<file path="src/rtl/sn_onewire_reader_if.sv">
// Host control/result bundle plus the open-drain SN line pins of the serial-number reader.
interface sn_onewire_reader_if;
    logic        start;
    logic        ow_in;
    logic        ow_out;
    logic        busy;
    logic        done;
    logic [63:0] sn;
    logic        sn_valid;
    logic        no_presence;
    logic        crc_err;

    modport master (output start, ow_in,
                    input  ow_out, busy, done, sn, sn_valid, no_presence, crc_err);
    modport slave  (input  start, ow_in,
                    output ow_out, busy, done, sn, sn_valid, no_presence, crc_err);
endinterface

</file>
<file path="src/rtl/sn_onewire_reader.sv">
// Autonomous 1-Wire master: reset/presence, Read ROM (0x33), 64 read slots, CRC-8 and family check.
module sn_onewire_reader #(
    parameter int         T_RSTL     = 19200,
    parameter int         T_PDS      = 2800,
    parameter int         T_RSTH     = 19200,
    parameter int         T_LOW0     = 2400,
    parameter int         T_LOW1     = 240,
    parameter int         T_RDS      = 600,
    parameter int         T_SLOT     = 2800,
    parameter int         T_REC      = 80,
    parameter logic [7:0] FAMILY     = 8'h01,
    parameter bit         AUTO_START = 1'b1
) (
    input logic                clk,
    input logic                hard_rst,
    sn_onewire_reader_if.slave bus
);
    localparam logic [14:0] RSTL_END = 15'(T_RSTL - 1);
    localparam logic [14:0] RSTH_END = 15'(T_RSTH - 1);
    localparam logic [14:0] PDS_AT   = 15'(T_PDS);
    localparam logic [14:0] LOW0     = 15'(T_LOW0);
    localparam logic [14:0] LOW1     = 15'(T_LOW1);
    localparam logic [14:0] SLOT     = 15'(T_SLOT);
    localparam logic [14:0] REC_END  = 15'(T_REC - 1);
    localparam logic [14:0] RD_AT    = 15'(T_RDS - T_LOW1);
    localparam logic [7:0]  READ_ROM = 8'h33;

    typedef enum logic [2:0] {IDLE, RST_LOW, PRES, SLOT_LOW, SLOT_HIGH, REC, CHECK} state_t;

    state_t      state, state_nx;
    logic [14:0] cnt;
    logic [1:0]  sync;
    logic        ow_s, auto_pend, go, presence, phase_rd, cmd_bit, mismatch;
    logic [5:0]  idx;
    logic [14:0] low_len;
    logic [63:0] shreg, sn_q;
    logic [7:0]  crc;
    logic        ow_q, busy_q, done_q, valid_q, np_q, crc_err_q;

    function automatic logic [7:0] crc_step(input logic [7:0] c, input logic b);
        logic fb;
        fb = c[0] ^ b;
        return {1'b0, c[7:1]} ^ ({8{fb}} & 8'h8C);
    endfunction

    // done_q blocks a start that coincides with the done pulse
    assign ow_s     = sync[1];
    assign go       = (bus.start || auto_pend) && !done_q;
    assign cmd_bit  = READ_ROM[idx[2:0]];
    assign low_len  = (phase_rd || cmd_bit) ? LOW1 : LOW0;
    assign mismatch = crc != shreg[63:56];

    always_comb begin
        state_nx = state;
        unique case (state)
            IDLE:      if (go) state_nx = RST_LOW;
            RST_LOW:   if (cnt == RSTL_END) state_nx = PRES;
            PRES:      if (cnt == RSTH_END) state_nx = presence ? SLOT_LOW : IDLE;
            SLOT_LOW:  if (cnt == low_len - 15'd1) state_nx = SLOT_HIGH;
            SLOT_HIGH: if (cnt == SLOT - low_len - 15'd1) state_nx = REC;
            REC:       if (cnt == REC_END) state_nx = (phase_rd && idx == 6'd63) ? CHECK : SLOT_LOW;
            CHECK:     state_nx = IDLE;
            default:   state_nx = IDLE;
        endcase
    end

    always_ff @(posedge clk or negedge hard_rst) begin
        if (!hard_rst) begin
            state <= IDLE;
            cnt   <= '0;
        end else begin
            state <= state_nx;
            cnt   <= (state_nx != state) ? 15'd0 : cnt + 15'd1;
        end
    end

    always_ff @(posedge clk or negedge hard_rst) begin
        if (!hard_rst) begin
            sync      <= 2'b11;
            auto_pend <= AUTO_START;
            presence  <= 1'b0;
            phase_rd  <= 1'b0;
            idx       <= '0;
            shreg     <= '0;
            crc       <= '0;
            ow_q      <= 1'b1;
            busy_q    <= 1'b0;
            done_q    <= 1'b0;
            valid_q   <= 1'b0;
            np_q      <= 1'b0;
            crc_err_q <= 1'b0;
            sn_q      <= '0;
        end else begin
            sync      <= {sync[0], bus.ow_in};
            auto_pend <= 1'b0;
            done_q    <= 1'b0;
            ow_q      <= !(state_nx == RST_LOW || state_nx == SLOT_LOW);
            unique case (state)
                IDLE: if (go) begin
                    busy_q    <= 1'b1;
                    valid_q   <= 1'b0;
                    np_q      <= 1'b0;
                    crc_err_q <= 1'b0;
                end
                PRES: begin
                    if (cnt == PDS_AT) presence <= !ow_s;
                    if (state_nx == IDLE) begin
                        np_q   <= 1'b1;
                        done_q <= 1'b1;
                        busy_q <= 1'b0;
                    end
                    if (state_nx == SLOT_LOW) begin
                        phase_rd <= 1'b0;
                        idx      <= '0;
                        crc      <= '0;
                    end
                end
                SLOT_HIGH: if (phase_rd && cnt == RD_AT) begin
                    shreg[idx] <= ow_s;
                    // CRC covers the first 56 bits; the last byte is the transmitted CRC
                    if (idx < 6'd56) crc <= crc_step(crc, ow_s);
                end
                REC: if (state_nx != REC) begin
                    if (!phase_rd && idx == 6'd7) begin
                        phase_rd <= 1'b1;
                        idx      <= '0;
                    end else begin
                        idx <= idx + 6'd1;
                    end
                end
                CHECK: begin
                    sn_q      <= shreg;
                    crc_err_q <= mismatch;
                    valid_q   <= !mismatch && shreg[7:0] == FAMILY;
                    done_q    <= 1'b1;
                    busy_q    <= 1'b0;
                end
                default: ;
            endcase
        end
    end

    assign bus.ow_out      = ow_q;
    assign bus.busy        = busy_q;
    assign bus.done        = done_q;
    assign bus.sn          = sn_q;
    assign bus.sn_valid    = valid_q;
    assign bus.no_presence = np_q;
    assign bus.crc_err     = crc_err_q;
endmodule

</file>
<file path="src/flat_wrapper.sv">
// flat-port wrapper written by rule: the top's interface ports become plain ports
module sn_onewire_reader_flat 
#(
    parameter int         T_RSTL     = 19200,
    parameter int         T_PDS      = 2800,
    parameter int         T_RSTH     = 19200,
    parameter int         T_LOW0     = 2400,
    parameter int         T_LOW1     = 240,
    parameter int         T_RDS      = 600,
    parameter int         T_SLOT     = 2800,
    parameter int         T_REC      = 80,
    parameter logic [7:0] FAMILY     = 8'h01,
    parameter bit         AUTO_START = 1'b1
)
  (clk, hard_rst, bus_start, bus_ow_in, bus_ow_out, bus_busy, bus_done, bus_sn, bus_sn_valid, bus_no_presence, bus_crc_err);
  sn_onewire_reader_if bus_i ();
  input logic clk;
  input logic hard_rst;
  input wire logic [$bits(bus_i.start)-1:0] bus_start;
  input wire logic [$bits(bus_i.ow_in)-1:0] bus_ow_in;
  output wire logic [$bits(bus_i.ow_out)-1:0] bus_ow_out;
  output wire logic [$bits(bus_i.busy)-1:0] bus_busy;
  output wire logic [$bits(bus_i.done)-1:0] bus_done;
  output wire logic [$bits(bus_i.sn)-1:0] bus_sn;
  output wire logic [$bits(bus_i.sn_valid)-1:0] bus_sn_valid;
  output wire logic [$bits(bus_i.no_presence)-1:0] bus_no_presence;
  output wire logic [$bits(bus_i.crc_err)-1:0] bus_crc_err;
  assign bus_i.start = bus_start;
  assign bus_i.ow_in = bus_ow_in;
  assign bus_ow_out = bus_i.ow_out;
  assign bus_busy = bus_i.busy;
  assign bus_done = bus_i.done;
  assign bus_sn = bus_i.sn;
  assign bus_sn_valid = bus_i.sn_valid;
  assign bus_no_presence = bus_i.no_presence;
  assign bus_crc_err = bus_i.crc_err;
  sn_onewire_reader #(.T_RSTL(T_RSTL), .T_PDS(T_PDS), .T_RSTH(T_RSTH), .T_LOW0(T_LOW0), .T_LOW1(T_LOW1), .T_RDS(T_RDS), .T_SLOT(T_SLOT), .T_REC(T_REC), .FAMILY(FAMILY), .AUTO_START(AUTO_START)) u_core (.clk(clk), .hard_rst(hard_rst), .bus(bus_i));
endmodule
</file>
<file path="config.mk">
export PLATFORM = sky130hd
export DESIGN_NAME = sn_onewire_reader_flat
export DESIGN_NICKNAME = d
export VERILOG_FILES = /design/src/rtl/sn_onewire_reader_if.sv /design/src/rtl/sn_onewire_reader.sv /design/src/flat_wrapper.sv
export SDC_FILE = /design/constraint.sdc
export NUM_CORES = 1
export LEC_CHECK = 0
export ABC_AREA = 1
export BUFFER_PORTS_ARGS = -buffer_cell sky130_fd_sc_hd__buf_2
export CAP_MARGIN = 20
export CORE_ASPECT_RATIO = 2
export CORE_UTILIZATION = 40
export CTS_BUF_LIST = sky130_fd_sc_hd__clkbuf_8
export CTS_CLUSTER_SIZE = 20
export DETAILED_ROUTE_END_ITERATION = 10
export GPL_TIMING_DRIVEN = 0
export PLACE_DENSITY = 0.6
export SLEW_MARGIN = 10
export SYNTH_ARGS = -nofsm -noshare
export SYNTH_HDL_FRONTEND = slang
export SYNTH_SLANG_ARGS = --single-unit
export TNS_END_PERCENT = 5
</file>
<file path="constraint.sdc">
create_clock -name clk -period 3.4 [get_ports clk]
set_input_delay 0.68 -clock clk [delete_from_list [all_inputs] [get_ports clk]]
set_output_delay 0.68 -clock clk [all_outputs]
set_load 0.1 [all_outputs]
</file>
==> metrics.cfg <==
[run_status]
outcome = finished clean

[worst_setup_path]
cp.arrival_ps = 2760
path_max_fanout = 9
start_kind = register
critical_path_required_ps = 3790
crit_type = reg -> reg
cp-end-kind = register

[timing]
fin_crit_sh = 0.698
setup_viol = 0
fin_skew_ps = 15.1
clock.fmax_mhz = 422
worst_hold_slack_ps = 221
setup_ws_ps = 1030
finalHoldViolCount = 0
slew_headroom = 0.449
maxSlewViolCount = 0
tns_ps = 0
worst_pin_slew_ps = 820
min_period_ps = 2370
grt_setup_unrepaired = no

[logic_synthesis]
yosysWarnings = 0
synthTopCellsByArea = dfrtp_1 52%, mux2_2 8.1%, a31oi_1 4.7%, a21oi_1 4.1%, nand2_1 4.1%
syn-num-nets = 772
avgSynthCellArea_um2 = 10.5
yosysUniqueCellTypes = 45
synthArstFlopShare = 1.00
synth_ff_type = dfrtp_1
synth_most_common_cell = dfrtp_1
synth_top_area_frac = 0.520
synth_edf_count = 0
netlist_area_mm2 = 0.00804
synth_area_leader_cell = dfrtp_1
ys_ff_latch = 171
synthTopCellsByCount = 167 x dfrtp_1, 87 x nand2_1, 66 x a21oi_1, 61 x a31oi_1, 58 x mux2_2
seq_area_frac_synth = 0.533
syn-instance-count = 765

[pwr]
finalPower_mw = 3.62
p_int_mw = 2.79
power_frac_seq = 0.562
p_sw_frac = 0.229
p_comb_frac = 0.018
peakVddDrop_v = 0.000258
p_sw_mw = 0.828
clkPwrFrac = 0.419
pwr_density_cell_mw_per_mm2 = 394
p_leak_nw = 4.51

[clocking]
cts_made_buffers = 17
cts.sinks = 171
clk_pin_slew_ps = 90
cts_tree = done
cts-hold-fix-buffers = 0
post_cts_resized = 0
cts_setup_buffers = 0
htreeDepth = 4
ctsRootBufferMaster = clkbuf_8
clkLatencyLatePin_ps = 470
clockBufferDepth = 2

[place]
post-place-cells = 1101
place_area_mm2 = 0.00877
routabilityCongestion = 0.883
dpl.hpwl_um = 13900
portBuffers = 73
place_ws_ps = 1040

[die]
dieArea_mm2 = 0.0207
die_h_um = 203
num_io_pins = 74
rows = 73
core_mm2 = 0.0198
die_w_um = 102
initial_core_util = 0.406

[detailed_routing]
drtPass1Iterations = 4
drt_iter0_drc = 248
via_count = 5776
viasPerCell = 5.10
routedWlPerCell_um = 16.8
drtAntennaViolNets = 0
wirelength_um = 19000
drc = 0

[global_routing]
grt_pass1_wl_um = 30800
antenna_found_initial = 0
grt_max_degree = 99
grt_usage = 0.200
grt_pass1_vias = 5782
grt_overflow = 0

[finish]
final_layout_size_suffix_gt1_frac = 0.316
syn_to_final_growth_pct = 14.3
n_fill_cell = 1900
multi_input_area_mm2 = 0.00329
fin_nets = 865
antennaDiodeCount = 0
layout.cells.non_filler = 1133
finish.utilization = 0.464
postLayoutCellArea_mm2 = 0.00919
final-seq-area_mm2 = 0.00428

[min_path]
hp-class = in -> async

[job]
drv_cap = 0

## final timing paths
| kind | startpoint | end | slack (ps) | cells past startpoint |
|---|---|---|---|---|
| max | u_core.cnt[10] | u_core.shreg[46] | 1030 | 8 |
| min | hard_rst | u_core.cnt[10] | 220 | 1 |
| max reg2reg | u_core.cnt[10] | u_core.shreg[46] | 1030 | 8 |
| min reg2reg | u_core.sync[0] | u_core.sync[1] | 370 | 0 |
| max in group asynchronous | hard_rst | u_core.sync[1] | 2280 | 2 |
| min in group clk | bus_ow_in | u_core.sync[0] | 300 | 1 |
## sequential cells by signal, summed over array words and instances, names as in the netlist
signal,count
u_core.bus.no_presence,1
u_core.phase_rd,1
u_core.bus.sn_valid,1
u_core.bus.busy,1
u_core.idx,6
u_core.cnt,15
u_core.auto_pend,1
u_core.bus.sn,64
u_core.bus.done,1
u_core.bus.crc_err,1
u_core.presence,1
u_core.state,3
u_core.shreg,64
u_core.bus.ow_out,1
u_core.crc,8
u_core.sync,2
## area by class of cell
| class | count | area share |
|---|---|---|
| Timing Repair Buffer | 74 | 0.0439 |
| Buffer | 34 | 0.0223 |
| Clock buffer | 18 | 0.0270 |
| Multi-Input combinational cell | 492 | 0.358 |
| Tap cell | 262 | 0.0357 |
| Inverter | 68 | 0.0281 |
| Sequential cell | 171 | 0.466 |
| Clock inverter | 14 | 0.0184 |
## power by group through the flow
stage	sequential, mW	combinational [mW]	clock [mW]
6_report	2.04	0.0661	1.52
5_1_grt	2.04	0.0765	1.63
4_1_cts	2.04	0.0694	1.55
3_5_place_dp	2.08	0.0693	0
3_3_place_gp	2.08	0.0644	0
2_1_floorplan	2.08	0.0138	0
## layout by cell type (no fill, tap or decap), types with 11 or more instances in the layout
cell type | synthesis | final
dfrtp_1 | 167 | 167
nand2_1 | 87 | 87
buf_2 | 9 | 81
a21oi_1 | 66 | 66
a31oi_1 | 61 | 61
inv_1 | 56 | 58
mux2_2 | 58 | 58
nor2_1 | 53 | 53
nand3_1 | 28 | 28
clkbuf_8 | 0 | 18
nor2_4 | 17 | 17
o21ai_2 | 16 | 16
clkbuf_1 | 16 | 16
o21ai_0 | 12 | 12
nand2_2 | 11 | 11
nand4_1 | 11 | 11
## worst max-delay path, cell delays in order (launching register included)
cell,delay (ps)
dfrtp_1,360
buf_2,170
nor2_1,180
nand2_1,80
nor3_1,260
nand3_2,270
nor3_2,640
a21oi_1,130
a31oi_1,180
## per-layer routing
metal	vias to the layer above	track usage	share of wire
li1	2786	-	-
met1	2833	0.224	0.38
met2	120	0.360	0.55
met3	37	0.0361	0.031
met4	0	0.0893	0.032
met5	-	0	0
## logic make-up (layout without fill, tap and decap cells)
| kind of cell | after synthesis | after routing | synth area share |
|---|---|---|---|
| other cells | 1 | 1 | 0.000466 |
| compound gates | 159 | 159 | 0.119 |
| buf+inv | 102 | 208 | 0.0576 |
| mux | 58 | 58 | 0.0812 |
| flops | 171 | 171 | 0.533 |
| xor+xnor | 20 | 20 | 0.0227 |
| fa+ha+maj | 3 | 3 | 0.00467 |
| simple gates | 251 | 251 | 0.181 |
(Power assumes the default switching activity.)
